`src/rtl/adsr_pkg.sv`:
```
// rtl/adsr_pkg.sv - state encodings and constants shared by the ADSR envelope blocks
package adsr_pkg;

  localparam int ST_W = 3;

  typedef enum logic [ST_W-1:0] {
    ST_IDLE = 3'd0,
    ST_A    = 3'd1,
    ST_D    = 3'd2,
    ST_S    = 3'd3,
    ST_R    = 3'd4
  } adsr_state_e;

endpackage

```
`src/rtl/adsr_chan.sv`:
```
// rtl/adsr_chan.sv - one ADSR envelope channel with saturating steps; ADSR_RETRIG_EN enables retrigger from release
module adsr_chan
  import adsr_pkg::*;
#(
  parameter int W = 8
) (
  input  logic         clk,
  input  logic         rstn,
  input  logic         i_tick,
  input  logic         i_trig,
  input  logic [W-1:0] i_ai,
  input  logic [W-1:0] i_di,
  input  logic [W-1:0] i_s,
  input  logic [W-1:0] i_ri,
  output logic [W-1:0] o_env,
  output logic         o_busy
);

  localparam logic [W:0]   MAX_EXT = {1'b0, {W{1'b1}}};
  localparam logic [W-1:0] MAX_LVL = {W{1'b1}};

  adsr_state_e  r_state;
  logic [W-1:0] r_level;
  logic         r_busy;

  // One guard bit on every step so overflow and borrow are visible instead of wrapping.
  logic [W:0] w_sum;
  logic [W:0] w_dec_d;
  logic [W:0] w_dec_r;

  assign w_sum   = {1'b0, r_level} + {1'b0, i_ai};
  assign w_dec_d = {1'b0, r_level} - {1'b0, i_di};
  assign w_dec_r = {1'b0, r_level} - {1'b0, i_ri};

  // Envelope FSM: one transition and one level update per tick; busy tracks the next state.
  always_ff @(posedge clk) begin
    if (!rstn) begin
      r_state <= ST_IDLE;
      r_level <= '0;
      r_busy  <= 1'b0;
    end else if (i_tick) begin
      r_busy <= 1'b1;
      case (r_state)
        ST_A: begin
          if (!i_trig) begin
            r_state <= ST_R;
          end else if (i_ai == '0 || w_sum >= MAX_EXT) begin
            r_level <= MAX_LVL;
            r_state <= ST_D;
          end else begin
            r_level <= w_sum[W-1:0];
          end
        end
        ST_D: begin
          if (!i_trig) begin
            r_state <= ST_R;
          end else if (i_di == '0 || w_dec_d[W] || w_dec_d[W-1:0] <= i_s) begin
            r_level <= i_s;
            r_state <= ST_S;
          end else begin
            r_level <= w_dec_d[W-1:0];
          end
        end
        ST_S: begin
          // Sustain tracks s live, so a change to s shows up on the very next tick.
          r_level <= i_s;
          if (!i_trig) r_state <= ST_R;
        end
        ST_R: begin
`ifdef ADSR_RETRIG_EN
          if (i_trig) begin
            // Legato: attack resumes from wherever the release had got to.
            r_state <= ST_A;
          end else
`endif
          if (i_ri == '0 || w_dec_r[W] || w_dec_r[W-1:0] == '0) begin
            r_level <= '0;
            r_state <= ST_IDLE;
            r_busy  <= 1'b0;
          end else begin
            r_level <= w_dec_r[W-1:0];
          end
        end
        default: begin
          // IDLE and any stray code: level parks at 0 for the entry tick of an attack.
          r_level <= '0;
          r_busy  <= i_trig;
          r_state <= i_trig ? ST_A : ST_IDLE;
        end
      endcase
    end
  end

  assign o_env  = r_level;
  assign o_busy = r_busy;

endmodule

```
`src/rtl/adsr_poly.sv`:
```
// rtl/adsr_poly.sv - NCH-channel ADSR envelope generator sharing rates and tick; ADSR_RETRIG_EN enables retrigger from release
module adsr_poly
  import adsr_pkg::*;
#(
  parameter int W   = 8,
  parameter int NCH = 4
) (
  input  logic             clk,
  input  logic             rstn,
  input  logic             tick,
  input  logic [NCH-1:0]   trig,
  input  logic [W-1:0]     ai,
  input  logic [W-1:0]     di,
  input  logic [W-1:0]     s,
  input  logic [W-1:0]     ri,
  output logic [NCH*W-1:0] env,
  output logic [NCH-1:0]   busy
);

  // One independent channel per gate; only rates, sustain and tick are shared.
  for (genvar c = 0; c < NCH; c++) begin : g_chan
    adsr_chan #(
      .W(W)
    ) u_chan (
      .clk    (clk),
      .rstn   (rstn),
      .i_tick (tick),
      .i_trig (trig[c]),
      .i_ai   (ai),
      .i_di   (di),
      .i_s    (s),
      .i_ri   (ri),
      .o_env  (env[c*W +: W]),
      .o_busy (busy[c])
    );
  end

endmodule
```
`config.mk`:
```
export PLATFORM = sky130hd
export DESIGN_NAME = adsr_poly
export DESIGN_NICKNAME = d
export VERILOG_FILES = /design/src/rtl/adsr_pkg.sv /design/src/rtl/adsr_chan.sv /design/src/rtl/adsr_poly.sv
export SDC_FILE = /design/constraint.sdc
export NUM_CORES = 1
export LEC_CHECK = 0
export ABC_CLOCK_PERIOD_IN_PS = 10650
export BUFFER_PORTS_ARGS = -buffer_cell sky130_fd_sc_hd__clkbuf_2
export CORE_MARGIN = 1.5
export CORE_UTILIZATION = 45
export DETAILED_ROUTE_END_ITERATION = 8
export GPL_TIMING_DRIVEN = 0
export SLEW_MARGIN = 30
export SYNTH_ARGS = -nofsm -noshare
export SYNTH_HDL_FRONTEND = slang
export SYNTH_SLANG_ARGS = --single-unit
```
`constraint.sdc`:
```
create_clock -name clk -period 10.65 [get_ports clk]
set_clock_uncertainty 0.15 [all_clocks]
set_input_delay 2.13 -clock clk [delete_from_list [all_inputs] [get_ports clk]]
set_output_delay 2.13 -clock clk [all_outputs]
set_load 0.01 [all_outputs]
```
==> impl_metrics.toml <==
[status]
status = "finished clean"

[global_route]
antenna_found_initial = 0
grt_max_degree = 16
grt_pass1_vias = 7762
gr-total-overflow = 0
gr-usage-all-layers_pct = 31.7
grt_pass1_wl_microns = 44100

[critical_path]
r2r_cells = 16
arrival_ns = 6.03
cp_top_family = "compound AO/OA/AOI/OAI gates"
cp_max_fo = 8
required_ns = 10.69
rr_endpoint = "g_chan[3].u_chan.o_env[6]"
rrSetupSlack_ns = 6.37
rr_startpoint = "g_chan[3].u_chan.o_env[0]"
crit_path_frequent_cell = "a21o_1"
crit_path_cell_trace = "clkbuf_2, inv_1, ha_1, nor2b_1, o21ai_0, a21oi_1, nor2_1, xnor2_1, ha_1, a21o_1, a21o_1, a21o_1, o211ai_1, mux2_2, a222oi_1, a21oi_1, a21o_1"
cp-end-kind = "register"
worst_path_max_delay_cell = "o211ai_1"
crit_type = "in2reg"
start_kind = "primary input"
path_buf_inv = 2
max_stage_delay_ns = 0.46

[synth]
async_flop_share_pct = 0
ys_warn_count = 0
synth_commonest_cells = "ha_1 (128), nor2_1 (94), inv_1 (72)"
synthDistinctLibCells = 79
synth-seq-cells = 48
synth_top_area_share_pct = 20.0
yosysSeqAreaShare_pct = 12.0
syn-mean-instance-area_sq_um = 7.72
syn_area_sq_um = 8000
syn-num-nets = 1215
synth.most_common_cell = "ha_1"
synth-main-ff-cell = "dfxtp_1"
synth_top_area_cell = "ha_1"
synthCells = 1036
synth-edff-count = 0
synth_area_leaders = "ha_1 (20%), dfxtp_1 (12%), nor2_1 (4.4%)"

[sta]
slew_headroom_pct = 40.5
fmax_ghz = 0.167
fin_crit_ns = 5.99
fin_tns_setup_ns = 0
hold_viol_final = 0
setup_viol = 0
tightest_slew_ns = 0.889
rsz0062_at_grt = "false"
min_period_over_period_pct = 56.2
slew_viol_final = 0

[floorplan]
initial_utilization_pct = 46.1
row_count = 48
core_sq_um = 17400
die_y_microns = 136
die_area_sq_um = 18600
fp.dieW_microns = 136
num_io_pins = 75

[power]
cellPowerDensity_nw_per_um2 = 71.7
peakVddDrop_mv = 0.0683
p_leak_nw = 3.99

[final_layout]
final_cell_count_no_fill = 1343
syn_to_final_growth_pct = 10.4
final_core_util_pct = 50.9
drive_above_1_share_pct = 9.75
antenna_cells = 0
final_cell_area_sq_um = 8830
layout.nets = 1296

[detailed_routing]
wl_per_cell_microns = 21.8
routed_via_density = 6.39
via_count = 8584
wl_microns = 29300
dr.first_iter.drc_count = 837
dr.pass1.iters = 7
drtAntennaViolNets = 0
drc_errors = 0

[cts]
postCtsSetupBuffers = 0
numCtsBuffers = 5
hold_buffers = 0
clk_pin_slew_ns = 0.07
cts_tree = "built"
cts-root-buf = "clkbuf_16"
clockBufferDepth = 2
clk_latency_ns = 0.30
htreeDepth = 2
clock_sinks = 48
cts.repair.resized = 0

[worst_hold_path]
holdPathStages = 2
hold_path_startpoint = "g_chan[1].u_chan.o_busy"
hold_path_end = "g_chan[1].u_chan.o_busy"
hold_path_class = "reg2reg"

[place]
hpwl_microns = 22300
place_congestion = 0.954
portBuffers = 74
place_area_sq_um = 8650
placed_cells = 1335

[flow_run]
max-cap-violations = 0
==> where the power goes <==
group	switching [mW]	total (mW)	internal (mW)
clock network	0.0822	0.200	0.118
registers	0.00549	0.189	0.184
logic	0.152	0.244	0.0919
total	0.240	0.634	0.394
==> per-stage QoR <==
stage / hold WS, ns / power [mW] / worst slack [ns]
after floorplan: 0.321 / 0.355 / 5.11
after global placement: 0.338 / 0.430 / 4.43
after detailed placement: 0.348 / 0.431 / 4.39
after CTS: 0.367 / 0.630 / 4.70
after global routing: 0.395 / 0.664 / 4.28
final: 0.360 / 0.634 / 4.66
==> worst reg2reg max path: stages (launching register included) <==
cell and delay [ns]:
dfxtp_1 0.36, inv_1 0.13, ha_1 0.18, inv_1 0.05, fa_1 0.41, a211oi_1 0.26
o21bai_1 0.14, a21oi_1 0.19, xnor2_1 0.18, ha_1 0.29, a21o_1 0.17, a21o_1 0.17
o211ai_1 0.46, mux2_2 0.41, a222oi_1 0.35, a21oi_1 0.13, a21o_1 0.16
==> layout make-up <==
class	count	area, sq um
timing repair buffer	74	370
sequential	48	961
clock inverter	2	38.8
inverter	73	274
buffer	28	120
fill	1739	8520
tap	225	282
clock buffer	6	139
multi-input combinational	887	6650
==> cell usage in the layout, fill, tap and decap left out, drive strengths merged, types with 20 or more instances in the layout <==
| cell type | netlist | routed |
|---|---|---|
| a211oi | 20 | 20 |
| a21o | 26 | 26 |
| a21oi | 68 | 68 |
| clkbuf | 24 | 104 |
| dfxtp | 48 | 48 |
| ha | 128 | 128 |
| inv | 72 | 72 |
| nand2 | 65 | 65 |
| nand3 | 22 | 22 |
| nor2 | 95 | 95 |
| nor2b | 22 | 22 |
| o21a | 24 | 24 |
| o21ai | 78 | 78 |
| xnor2 | 38 | 38 |
| xor2 | 23 | 23 |
==> how the worst max path moves through the flow <==
| stage | startpoint | end | slack [ns] | depth (start not counted) |
|---|---|---|---|---|
| floorplan | di[1] | g_chan[3].u_chan.o_env[6] | 5.11 | 16 |
| global placement | di[1] | g_chan[3].u_chan.o_env[6] | 4.43 | 17 |
| detailed placement | di[1] | g_chan[3].u_chan.o_env[6] | 4.39 | 17 |
| CTS | di[1] | g_chan[3].u_chan.o_env[6] | 4.70 | 17 |
| global route | di[1] | g_chan[0].u_chan.o_env[1] | 4.28 | 16 |
| finish | di[1] | g_chan[3].u_chan.o_env[6] | 4.66 | 17 |
==> kinds of logic after synthesis <==
group | after synthesis | share of synthesized area (%)
xor+xnor | 61 | 6.68
fa+ha+maj | 143 | 23.4
compound gates | 366 | 32.2
flops | 48 | 12.0
simple gates | 298 | 18.4
buf+inv | 101 | 4.93
mux | 19 | 2.42
==> registers in the layout, indices dropped and copies added (netlist names) <==
signal,count
g_chan.u_chan.r_state,12
g_chan.u_chan.o_busy,4
g_chan.u_chan.o_env,32
==> routing by layer <==
layer / GRT usage (%) / vias to the layer above / part of all wire, %
li1: - / 4106 / -
met1: 44.0 / 4021 / 44
met2: 51.7 / 399 / 45
met3: 1.83 / 58 / 7.4
met4: 11.9 / 0 / 3.8
met5: 0 / - / 0
No activity file was read; power rests on OpenSTA's default activity.
